`src/rtl/vm_pkg.sv`:
```
// Shared types and codes for the vending machine dispense controller.
package vm_pkg;

    typedef enum logic [2:0] {
        ST_IDLE,
        ST_VEND,
        ST_COIN_REQ,
        ST_COIN_GAP,
        ST_FAULT
    } vm_state_t;

    localparam logic [1:0] DRINK_NONE  = 2'b00;
    localparam logic [1:0] DRINK_COKE  = 2'b01;
    localparam logic [1:0] DRINK_PEPSI = 2'b10;

    localparam logic [1:0] CHG_RS0  = 2'b00;
    localparam logic [1:0] CHG_RS5  = 2'b01;
    localparam logic [1:0] CHG_RS10 = 2'b10;

    localparam int unsigned OWED_W = 2;

    // Request captured on acceptance: selected drink and Rs5 coins still owed.
    typedef struct packed {
        logic [1:0]        drink;
        logic [OWED_W-1:0] owed;
    } vm_req_t;

    function automatic logic [OWED_W-1:0] coins_owed(input logic [1:0] chg);
        case (chg)
            CHG_RS0:  return OWED_W'(0);
            CHG_RS5:  return OWED_W'(1);
            CHG_RS10: return OWED_W'(2);
            default:  return OWED_W'(0);
        endcase
    endfunction

    function automatic logic is_drink(input logic [1:0] code);
        return (code == DRINK_COKE) || (code == DRINK_PEPSI);
    endfunction

endpackage

```
`src/rtl/vm_down_counter.sv`:
```
// Loadable down counter that stops at zero; used for motor and hopper timeouts.
module vm_down_counter #(
    parameter int unsigned WIDTH = 4
) (
    input  logic             clk,
    input  logic             reset,
    input  logic             load,
    input  logic             en,
    input  logic [WIDTH-1:0] load_val,
    output logic             zero_c
);

    logic [WIDTH-1:0] count;

    always_ff @(posedge clk or negedge reset) begin
        if (!reset) begin
            count <= '0;
        end else if (load) begin
            count <= load_val;
        end else if (en && (count != '0)) begin
            count <= count - WIDTH'(1);
        end
    end

    assign zero_c = (count == '0);

endmodule

```
`src/rtl/vm_dispense_ctrl.sv`:
```
// Drink dispense and Rs5 change controller: accepts a drink/change request in IDLE,
// runs the selected motor, then pays change one hopper coin at a time.
module vm_dispense_ctrl
    import vm_pkg::*;
#(
    parameter logic [3:0]  STOCK_INIT   = 4'd8,
    parameter logic [4:0]  COIN_INIT    = 5'd15,
    parameter int unsigned MOTOR_CYCLES = 4,
    parameter int unsigned COIN_TIMEOUT = 16
) (
    input  logic       clk,
    input  logic       reset,
    input  logic [1:0] y,
    input  logic [1:0] c,
    input  logic       coin_sensed,
    input  logic       restock,
    input  logic       clr_flags,
    output logic       motor_coke,
    output logic       motor_pepsi,
    output logic       coin_eject,
    output logic       busy,
    output logic       empty_coke,
    output logic       empty_pepsi,
    output logic       overrun,
    output logic       short_change,
    output logic       fault
);

    localparam int unsigned STOCK_W = 4;
    localparam int unsigned COIN_W  = 5;
    localparam int unsigned MTR_W   = $clog2(MOTOR_CYCLES + 1);
    localparam int unsigned TO_W    = $clog2(COIN_TIMEOUT + 1);
    localparam logic [MTR_W-1:0] MTR_LOAD = MTR_W'(MOTOR_CYCLES - 1);
    localparam logic [TO_W-1:0]  TO_LOAD  = TO_W'(COIN_TIMEOUT - 1);

    vm_state_t          state, state_n;
    vm_req_t            req_q, req_n;
    logic [STOCK_W-1:0] stock_coke_q, stock_coke_n;
    logic [STOCK_W-1:0] stock_pepsi_q, stock_pepsi_n;
    logic [COIN_W-1:0]  coins_q, coins_n;
    logic motor_coke_n, motor_pepsi_n, coin_eject_n, fault_n;
    logic overrun_set, short_set;
    logic mtr_load, mtr_en, mtr_zero, to_load, to_en, to_zero;

    logic req_any_c, req_valid_c, drink_ok_c;

    assign req_any_c   = (y != 2'b00) || (c != 2'b00);
    assign req_valid_c = is_drink(y) || (c == CHG_RS5) || (c == CHG_RS10);
    assign drink_ok_c  = ((y == DRINK_COKE)  && (stock_coke_q  != '0)) ||
                         ((y == DRINK_PEPSI) && (stock_pepsi_q != '0));

    vm_down_counter #(.WIDTH(MTR_W)) u_motor_tmr (
        .clk      (clk),
        .reset    (reset),
        .load     (mtr_load),
        .en       (mtr_en),
        .load_val (MTR_LOAD),
        .zero_c   (mtr_zero)
    );

    vm_down_counter #(.WIDTH(TO_W)) u_coin_tmr (
        .clk      (clk),
        .reset    (reset),
        .load     (to_load),
        .en       (to_en),
        .load_val (TO_LOAD),
        .zero_c   (to_zero)
    );

    // Next-state, counter and output decode; outputs are registered from *_n below.
    always_comb begin
        state_n       = state;
        req_n         = req_q;
        stock_coke_n  = stock_coke_q;
        stock_pepsi_n = stock_pepsi_q;
        coins_n       = coins_q;
        motor_coke_n  = 1'b0;
        motor_pepsi_n = 1'b0;
        coin_eject_n  = 1'b0;
        fault_n       = fault;
        overrun_set   = 1'b0;
        short_set     = 1'b0;
        mtr_load      = 1'b0;
        mtr_en        = 1'b0;
        to_load       = 1'b0;
        to_en         = 1'b0;

        case (state)
            ST_IDLE: begin
                if (req_valid_c) begin
                    req_n.drink = is_drink(y) ? y : DRINK_NONE;
                    req_n.owed  = coins_owed(c);
                    if (drink_ok_c) begin
                        state_n       = ST_VEND;
                        motor_coke_n  = (y == DRINK_COKE);
                        motor_pepsi_n = (y == DRINK_PEPSI);
                        mtr_load      = 1'b1;
                    end else if (coins_owed(c) != '0) begin
                        state_n      = ST_COIN_REQ;
                        coin_eject_n = (coins_q != '0);
                        to_load      = 1'b1;
                    end else begin
                        req_n = '0;
                    end
                end else if (restock && !req_any_c) begin
                    stock_coke_n  = STOCK_INIT;
                    stock_pepsi_n = STOCK_INIT;
                end
            end
            ST_VEND: begin
                if (mtr_zero) begin
                    if ((req_q.drink == DRINK_COKE) && (stock_coke_q != '0))
                        stock_coke_n = stock_coke_q - STOCK_W'(1);
                    if ((req_q.drink == DRINK_PEPSI) && (stock_pepsi_q != '0))
                        stock_pepsi_n = stock_pepsi_q - STOCK_W'(1);
                    if (req_q.owed != '0) begin
                        state_n      = ST_COIN_REQ;
                        coin_eject_n = (coins_q != '0);
                        to_load      = 1'b1;
                    end else begin
                        state_n = ST_IDLE;
                        req_n   = '0;
                    end
                end else begin
                    motor_coke_n  = (req_q.drink == DRINK_COKE);
                    motor_pepsi_n = (req_q.drink == DRINK_PEPSI);
                    mtr_en        = 1'b1;
                end
            end
            ST_COIN_REQ: begin
                // An empty hopper is flagged on entry; eject was never raised.
                if (coins_q == '0) begin
                    short_set = 1'b1;
                    req_n     = '0;
                    state_n   = ST_IDLE;
                end else if (coin_sensed) begin
                    coins_n = coins_q - COIN_W'(1);
                    if (req_q.owed != '0)
                        req_n.owed = req_q.owed - OWED_W'(1);
                    state_n = ST_COIN_GAP;
                end else if (to_zero) begin
                    state_n = ST_FAULT;
                    fault_n = 1'b1;
                end else begin
                    coin_eject_n = 1'b1;
                    to_en        = 1'b1;
                end
            end
            ST_COIN_GAP: begin
                if (req_q.owed != '0) begin
                    state_n      = ST_COIN_REQ;
                    coin_eject_n = (coins_q != '0);
                    to_load      = 1'b1;
                end else begin
                    state_n = ST_IDLE;
                    req_n   = '0;
                end
            end
            ST_FAULT: begin
                fault_n = 1'b1;
            end
            default: begin
                state_n = ST_IDLE;
            end
        endcase

        if ((state != ST_IDLE) && req_any_c)
            overrun_set = 1'b1;
    end

    always_ff @(posedge clk or negedge reset) begin
        if (!reset) begin
            state        <= ST_IDLE;
            req_q        <= '0;
            stock_coke_q <= STOCK_INIT;
            stock_pepsi_q <= STOCK_INIT;
            coins_q      <= COIN_INIT;
            motor_coke   <= 1'b0;
            motor_pepsi  <= 1'b0;
            coin_eject   <= 1'b0;
            busy         <= 1'b0;
            empty_coke   <= (STOCK_INIT == '0);
            empty_pepsi  <= (STOCK_INIT == '0);
            overrun      <= 1'b0;
            short_change <= 1'b0;
            fault        <= 1'b0;
        end else begin
            state        <= state_n;
            req_q        <= req_n;
            stock_coke_q <= stock_coke_n;
            stock_pepsi_q <= stock_pepsi_n;
            coins_q      <= coins_n;
            motor_coke   <= motor_coke_n;
            motor_pepsi  <= motor_pepsi_n;
            coin_eject   <= coin_eject_n;
            busy         <= (state_n != ST_IDLE);
            empty_coke   <= (stock_coke_n == '0);
            empty_pepsi  <= (stock_pepsi_n == '0);
            overrun      <= overrun_set | (overrun & ~clr_flags);
            short_change <= short_set | (short_change & ~clr_flags);
            fault        <= fault_n;
        end
    end

endmodule

```
`config.mk`:
```
export PLATFORM = sky130hd
export DESIGN_NAME = vm_dispense_ctrl
export DESIGN_NICKNAME = d
export VERILOG_FILES = /design/src/rtl/vm_pkg.sv /design/src/rtl/vm_down_counter.sv /design/src/rtl/vm_dispense_ctrl.sv
export SDC_FILE = /design/constraint.sdc
export NUM_CORES = 1
export LEC_CHECK = 0
export CORE_MARGIN = 2
export CORE_UTILIZATION = 51
export CTS_BUF_LIST = sky130_fd_sc_hd__clkbuf_8
export DETAILED_ROUTE_END_ITERATION = 16
export PLACE_DENSITY = 0.72
export SLEW_MARGIN = 20
export SYNTH_ARGS = -nofsm -noshare
export SYNTH_HDL_FRONTEND = slang
export SYNTH_SLANG_ARGS = --single-unit
export TNS_END_PERCENT = 30
```
`constraint.sdc`:
```
create_clock -name clk -period 4.2 [get_ports clk]
set_clock_uncertainty 0.05 [all_clocks]
set_input_delay 0.63 -clock clk [delete_from_list [all_inputs] [get_ports clk]]
set_output_delay 0.63 -clock clk [all_outputs]
set_load 0.05 [all_outputs]
```
# Word-level counts from Yosys, hierarchy flattened
# Cells that the tools add are included.
dict set report word_totals {
  register_bits 37
  in_bits 9
  output_inout_bits 9
  elab_cells 160
}
dict set report op_classes {
  n_addsub 6
  n_eq_ne 18
  muxes 74
  bitwise 6
  reduce_logical 39
}
# op n
set ops {}
lappend ops {{$mux W4} 13}
lappend ops {{$mux W1} 31}
lappend ops {{$mux W3} 9}
lappend ops {{$mux W2} 9}
lappend ops {{$pmux W4 S2} 2}
lappend ops {{$pmux W4 S4} 1}
lappend ops {{$pmux W3 S5} 1}
lappend ops {{$reduce_bool A2 Y1} 7}
lappend ops {{$ne A2 B2 Y1 const B} 6}
lappend ops {{$reduce_bool A4 Y1} 3}
lappend ops {{$logic_not A5 Y1} 2}
lappend ops {{$mux W5} 2}
lappend ops {{$reduce_bool A5 Y1} 2}
lappend ops {{$sub A5 B1 Y5 const B} 2}
lappend ops {{$reduce_bool A3 Y1} 3}
lappend ops {{$logic_and A1 B1 Y1} 8}
lappend ops {{$logic_not A4 Y1} 2}
lappend ops {{$reduce_and A4 Y1} 2}
lappend ops {{$sub A4 B1 Y4 const B} 2}
lappend ops {{$eq A2 B1 Y1 const B} 3}
lappend ops {{$eq A2 B2 Y1 const B} 3}
lappend ops {{$eq A3 B2 Y1 const B} 2}
lappend ops {{$logic_not A3 Y1} 2}
lappend ops {{$ne A3 B3 Y1 const B} 2}
lappend ops {{other kinds (15)} 24}

# Longest topological paths before layout
# Gate-level depths: netlist (run 1).
dict set report logic_depth {
  ltp_word 12
  ltp_mapped 7
  ltp_nobuf 6
}

# Hierarchy
# Synthesis (run 1) repeated with hierarchy kept, for this count alone.
dict set report hier_totals {
  hier_cells 237
  hier_area_um2 2329.7
}
# mod instances cells_per_inst area_per_inst_um2 seq_area_each_um2
set by_module_without_submodules {}
lappend by_module_without_submodules {vm_dispense_ctrl 1 186 1821.7 733.2}
lappend by_module_without_submodules {{vm_down_counter (u_coin_tmr)} 1 32 300.3 125.1}
lappend by_module_without_submodules {{vm_down_counter (u_motor_tmr)} 1 19 207.7 75.1}

# Worst setup path before layout (run 1)
# OpenSTA, ideal clock, no wires.
dict set report synth_path {
  kind {input-to-reg}
  from {in y[0]}
  to {reg busy}
  setup_ns 0.139
  arrival_time_ns 2.197
  required_time_ns 4.011
  setup_slack_ns 1.814
  path_stages 5
  path_buffers 0
  path_cell_list {inv_1 -> ha_1 -> or3_1 -> a41oi_1 -> or4b_1}
}
dict set report synth_between {
  elab_chain_cells 7
  elab_cells_between_ends 12
  cone_classes {eq/ne (2); mux (3); reduce/logical (7)}
}
# element line_no
set synth_rtl {}
lappend synth_rtl {{start, declared} vm_dispense_ctrl.sv:13} ;# input logic [1:0] y,
lappend synth_rtl {{$eq A2 B1 Y1 or $eq A2 B2 Y1 (tied branches)} {vm_pkg.sv:38, vm_dispense_ctrl.sv:49, vm_dispense_ctrl.sv:50}}
lappend synth_rtl {{$logic_and A1 B1 Y1, or another cell as far along} vm_dispense_ctrl.sv:49} ;# assign drink_ok_c = ((y == DRINK_COKE) && (stock_coke_q != '0)) ||
lappend synth_rtl {{$logic_or A1 B1 Y1, on equally long branches} {vm_dispense_ctrl.sv:49, vm_dispense_ctrl.sv:48}}
lappend synth_rtl {{$mux W3 or $logic_or A1 B1 Y1 (tied branches)} {vm_dispense_ctrl.sv:93, vm_dispense_ctrl.sv:48}}
lappend synth_rtl {{$mux W3 *} vm_dispense_ctrl.sv:90} ;# if (req_valid_c) begin
lappend synth_rtl {{$pmux W3 S5 *} vm_dispense_ctrl.sv:88} ;# case (state)
lappend synth_rtl {{$reduce_bool A3 Y1 *} vm_dispense_ctrl.sv:196} ;# busy <= (state_n != ST_IDLE);
lappend synth_rtl {{end signal, assigned} vm_dispense_ctrl.sv:196}
lappend synth_rtl {{end, declared} vm_dispense_ctrl.sv:21} ;# output logic busy,
# Every way passes the cells marked *; elsewhere a longest branch is shown, timed or not.
# A chain may end at the register's enable or synchronous reset.

# Worst setup path in the final report (run 1)
# Same ends and word-level chain as after synthesis.

==> impl_metrics.yaml, run 1 <==
run_status:
  status: "complete, no violations"
timing:
  rsz0062_at_grt: "false"
  final-setup-viol-count: 0
  worst_pin_slew_ps: 835
  hold_ws_ps: 378
  report.final.hold_viol_count: 0
  min_period_over_period: 0.684
  drv_slew: 0
  max_freq_mhz: 348
  period_needed_ps: 2870
  finalSetupTns_ps: 0
  max_slew_margin: 0.443
global_route:
  grt_max_degree: 38
  busiest_layer: "met2"
  use_met3: 0.0541
  antenna_found_initial: 0
  grt_pass1_wl_mm: 7.20
  grt_use_met2: 0.282
  grtUsageMet1: 0.258
  grt_pass1_vias: 1552
  grt_use_total: 0.189
  gr-total-overflow: 0
hold_path:
  hp-class: "in2async"
setup_path:
  cp-start-kind: "input port"
  r2r_slack_ps: 1770
  critPathMaxFanout: 8
  worstSetupPathType: "in2reg"
  r2r_start: "stock_pepsi_q[0]"
  r2r-end: "busy"
  arrival_ps: 2990
  worstSetupEndpointType: "flip-flop"
  required_ps: 4320
  reg2reg_depth: 6
power_and_ir_drop:
  intPower_uw: 822
  p_per_area_mw_per_mm2: 564
  power.leakage_uw: 0.00114
  ir_drop_v: 0.000267
  p_sw_frac: 0.404
  pwr-share-seq: 0.392
  clkPwrFrac: 0.175
  p_sw_uw: 557
  combPwrFrac: 0.433
synth:
  yosysSeqAreaShare: 0.433
  async_flop_share: 1.00
  syn_avg_cell_area_um2: 10.3
  synth_compound_area_frac: 0.132
  synth_ff_type: "dfrtp_1"
  synth_top_family_by_area: "simple AND/OR/NAND/NOR gates"
  synthMuxAreaShare: 0.0203
  synth_xor_xnor_area_share: 0.0325
  synth_cell_types: 56
  synth-simple-area-share: 0.243
  ys_seq_elements: 37
  synth_enable_flop_cells: 0
  syn_nets: 234
  synth_area_mm2: 0.00216
  synth_warnings: 0
  synth_cells: 210
  synth_fa_ha_area_frac: 0.0870
route:
  ant_nets: 0
  vias: 1573
  drt_pass1_iterations: 4
  drc: 0
  routed_wl_mm: 4.09
  avgViaCountPerCell: 5.58
  drt_iter0_drc: 143
  wl_per_cell_um: 14.5
floorplan:
  start_util: 0.535
  ios: 18
  die_x_um: 69.0
  die_h_um: 69.0
  rows: 23
  core_mm2: 0.00403
  dieArea_mm2: 0.00477
layout:
  diodes: 0
  drive_above_1_share: 0.134
  area_growth_pct: 13.3
  final_nets: 255
clocking:
  ctsResizeCount: 0
  htreeDepth: 2
  hold_buffers: 0
  clkLatencyLatePin_ps: 300
  cts_sinks: 37
  clock-root-buffer: "clkbuf_8"
  numCtsBuffers: 5
  clock_path_buffers: 2
  path_clk_slew_ps: 80
  postCtsSetupBuffers: 0
  cts_tree: "yes"
job:
  maxCapViolCount: 0
place:
  port_buffers: 17
  place_congestion: 0.840
  post-dp-hpwl_mm: 3.01
[Yosys cell counts, drive strengths merged, types with 2 or more instances]
cell type | number | area [um2]
a211o | 2 | 17.5
a21o | 3 | 22.5
a21oi | 2 | 10.0
a2bb2oi | 2 | 17.5
a31o | 2 | 17.5
a31oi | 2 | 12.5
and3 | 3 | 18.8
and4 | 2 | 17.5
and4bb | 2 | 25.0
buf | 3 | 23.8
dfrtp | 31 | 776
dfstp | 6 | 158
ha | 15 | 188
inv | 24 | 90.1
mux2 | 3 | 33.8
nand2 | 9 | 36.3
nand2b | 3 | 18.8
nand3 | 13 | 77.6
nand4 | 3 | 25.0
nor2 | 11 | 41.3
nor2b | 3 | 18.8
nor3 | 7 | 40.0
nor3b | 6 | 61.3
nor4 | 4 | 25.0
o211ai | 2 | 28.8
o21ai | 13 | 65.1
or3 | 6 | 37.5
or3b | 2 | 17.5
or4b | 3 | 33.8
xnor2 | 5 | 43.8
xor2 | 3 | 26.3
[layer usage]
layer / wire length (um) / vias up / part of all wire
met3: 155 / 8 / 0.038
met4: 70 / 0 / 0.017
met2: 1810 / 24 / 0.44
li1: - / 797 / -
met1: 2050 / 744 / 0.50
met5: 0 / - / 0
[through the flow]
stage | area [um2] | setup WS [ps] | total power, uW | cells | util
CTS | 2440 | 1350 | 1390 | 282 | 0.607
global route | 2440 | 1220 | 1500 | 282 | 0.607
global placement | 2360 | 1080 | 1140 | 274 | 0.586
detailed placement | 2360 | 1050 | 1150 | 274 | 0.586
finish | 2440 | 1330 | 1380 | 282 | 0.607
floorplan | 2160 | 1810 | 1000 | 210 | -
[area by class of cell]
class                           instances  area [um2]
Clock inverter                          3        13.8
Inverter                               24        90.1
Multi-Input combinational cell        146        1110
Fill cell                             359        1590
Clock buffer                            5        68.8
Sequential cell                        37         933
Timing Repair Buffer                   17         165
Tap cell                               50        62.6
[worst max-delay path, stage by stage]
cell and delay (ps):
clkdlybuf4s50_1 500, inv_1 70, ha_1 320, or3_1 410
a41oi_1 580, or4b_1 490
[kinds of logic after synthesis]
group           after synthesis
buf+inv                      27
compound gates               38
flops                        37
xor+xnor                      8
simple gates                 81
mux                           4
fa+ha+maj                    15
[cells in the final DEF (no fill, tap or decap), types with 3 or more instances in the layout]
cell type,count
xnor2_1,5
clkbuf_8,5
or3_1,6
a21o_1,3
clkdlybuf4s50_1,16
dfstp_2,6
nand2b_1,3
mux2_2,3
dfrtp_1,31
nor2b_1,3
o21ai_0,13
ha_1,15
inv_1,25
nor4_1,4
nor2_1,11
and3_1,3
nor3b_1,4
nand3_1,12
nand2_1,8
xor2_1,3
nor3_1,6
[flip-flops by register name (all words and copies together), names as in the netlist]
register,cells
req_q,4
busy,1
motor_coke,1
state,3
empty_coke,1
motor_pepsi,1
fault,1
coin_eject,1
stock_pepsi_q,4
u_motor_tmr.count,3
empty_pepsi,1
u_coin_tmr.count,5
stock_coke_q,4
short_change,1
coins_q,5
overrun,1
[power by group through the flow]
stage / clock network [uW] / registers, uW / logic, uW
5_1_grt: 261 / 558 / 679
4_1_cts: 248 / 541 / 603
6_report: 241 / 540 / 598
3_3_place_gp: 0 / 545 / 592
3_5_place_dp: 0 / 546 / 600
2_1_floorplan: 0 / 608 / 392
[how the worst max path moves through the flow]
stage	startpoint	to	slack [ps]	depth (start not counted)
after global routing	y[0]	busy	1220	6
after global placement	y[0]	busy	1080	6
final	y[0]	busy	1330	6
after floorplan	y[0]	busy	1810	5
after CTS	y[0]	busy	1350	6
after detailed placement	y[0]	busy	1050	6
(Power assumes the default switching activity.)
==> run 2, diff against run 1 <==
- PLACE_DENSITY: 0.72 -> 0.74
- clock period: 4.2 -> 2.4 ns (I/O delays scaled with it)
==> run 2 against run 1 <==
Against the previous run:
- setup slack lost 1200 ps
- final cell count grew 4.3%
- register-to-register slack lost 1600 ps
- wire length grew 4.2%
- total power grew 82%
- core utilization grew 2.3 points
- largest cell class unchanged
==> impl_metrics.yaml, run 2 (synthesis results as in run 1) <==
run_status:
  status: "complete, no violations"
layout:
  multi_input_area_mm2: 0.00111
  final_cell_area_mm2: 0.00254
  final_nets: 267
  drive_above_1_share: 0.180
  final_util: 0.630
  diodes: 0
  ff_latch_area_um2: 933
  final_common_cell: "dfrtp_1"
  num-fill-cells: 357
  fin_cells: 294
  reg_top3: "coins_q: 5 flops, u_coin_tmr.count: 5 flops"
  final_cell_mix: "dfrtp_1, inv_1, clkdlybuf4s50_1"
  area_growth_pct: 17.6
power_and_ir_drop:
  ir_drop_v: 0.000564
  p_per_area_mw_per_mm2: 990
  power.leakage_uw: 0.00119
clocking:
  cts_sinks: 37
  htreeDepth: 2
  clock-root-buffer: "clkbuf_8"
  numCtsBuffers: 5
  cts_tree: "yes"
  ctsResizeCount: 0
  hold_buffers: 0
  clkLatencyLatePin_ps: 290
  clock_path_buffers: 2
  path_clk_slew_ps: 70
  postCtsSetupBuffers: 0
timing:
  max_slew_margin: 0.459
  hold_ws_ps: 102
  rsz0062_at_grt: "false"
  final-setup-viol-count: 0
  max_freq_mhz: 445
  report.final.hold_viol_count: 0
  period_needed_ps: 2250
  drv_slew: 0
  worst_pin_slew_ps: 812
  min_period_over_period: 0.936
  worst_slack_ps: 153
setup_path:
  cp-start-kind: "flip-flop"
  r2r_slack_ps: 150
  worst_path_largest_cell_delay_ps: 480
  worstSetupEndpointType: "flip-flop"
  arrival_ps: 2360
  r2r_start: "stock_pepsi_q[0]"
  r2r-end: "busy"
  crit_chain: "inv_1 > ha_1 > or3b_1 > a22oi_2 > o211ai_4 > or4b_1"
  worstSetupPathType: "reg2reg"
  required_ps: 2520
  reg2reg_depth: 6
  cp_slowest_cell: "or4b_1"
  critPathMaxFanout: 6
route:
  drt_pass1_iterations: 4
  avgViaCountPerCell: 5.63
  wl_per_cell_um: 14.5
  routed_wl_mm: 4.26
  ant_nets: 0
  vias: 1655
  drt_iter0_drc: 79
  drc: 0
global_route:
  gr-total-overflow: 0
  grt_pass1_wl_mm: 7.53
  grt_use_total: 0.198
  grt_pass1_vias: 1575
  grt_max_degree: 38
  antenna_found_initial: 0
place:
  placed_cell_area_mm2: 0.00245
  dp_slack_ps: -170
  dp_cells: 286
  post-dp-hpwl_mm: 3.18
  place_congestion: 0.803
  port_buffers: 17
job:
  maxCapViolCount: 0
floorplan:
  dieArea_mm2: 0.00477
  die_h_um: 69.0
  start_util: 0.535
  ios: 18
  die_x_um: 69.0
  rows: 23
  core_mm2: 0.00403
hold_path:
  hp-class: "in2async"
run 2: cell count changes in the layout (fill, tap and decap cells not counted), sizes merged:
| cell | delta |
|---|---|
| buf | +12 |
| clkinvlp | +1 |
| inv | -1 |
run 2: cell type report:
type / instances / area share
Clock buffer: 5 / 0.0271
Clock inverter: 3 / 0.00690
Inverter: 24 / 0.0355
Multi-Input combinational cell: 146 / 0.437
Sequential cell: 37 / 0.368
Tap cell: 50 / 0.0247
Timing Repair Buffer: 29 / 0.101
run 2: where the power goes:
part / internal, uW / switching (uW)
combinational: 489 / 642
clock: 200 / 230
sequential: 798 / 152
run 2: how the worst max path moves through the flow:
stage / startpoint / endpoint / slack (ps)
6_report: stock_pepsi_q[0] / busy / 150
5_1_grt: y[0] / busy / 60
4_1_cts: y[0] / busy / 150
3_5_place_dp: y[0] / busy / -170
3_3_place_gp: y[0] / busy / -70
2_1_floorplan: y[0] / busy / 280
run 2: critical path: cells and delay by family, from the launching register on:
kind	cells	cell delay, ps
compound gates	2	460
fa+ha+maj	1	180
flops	1	440
simple gates	2	880
buf+inv	1	100
run 2: per-layer routing:
layer	wire length [um]	share of wire	track usage
met1	2130	0.50	0.281
met2	1930	0.45	0.296
met3	166	0.039	0.0526
met4	40	0.0094	0.0654
met5	0	0	0
run 2: metrics by stage:
stage	setup TNS [ps]	total power (uW)
2_1_floorplan	0	1750
3_3_place_gp	-82.2	2060
3_5_place_dp	-273	2090
4_1_cts	0	2530
5_1_grt	0	2710
6_report	0	2510
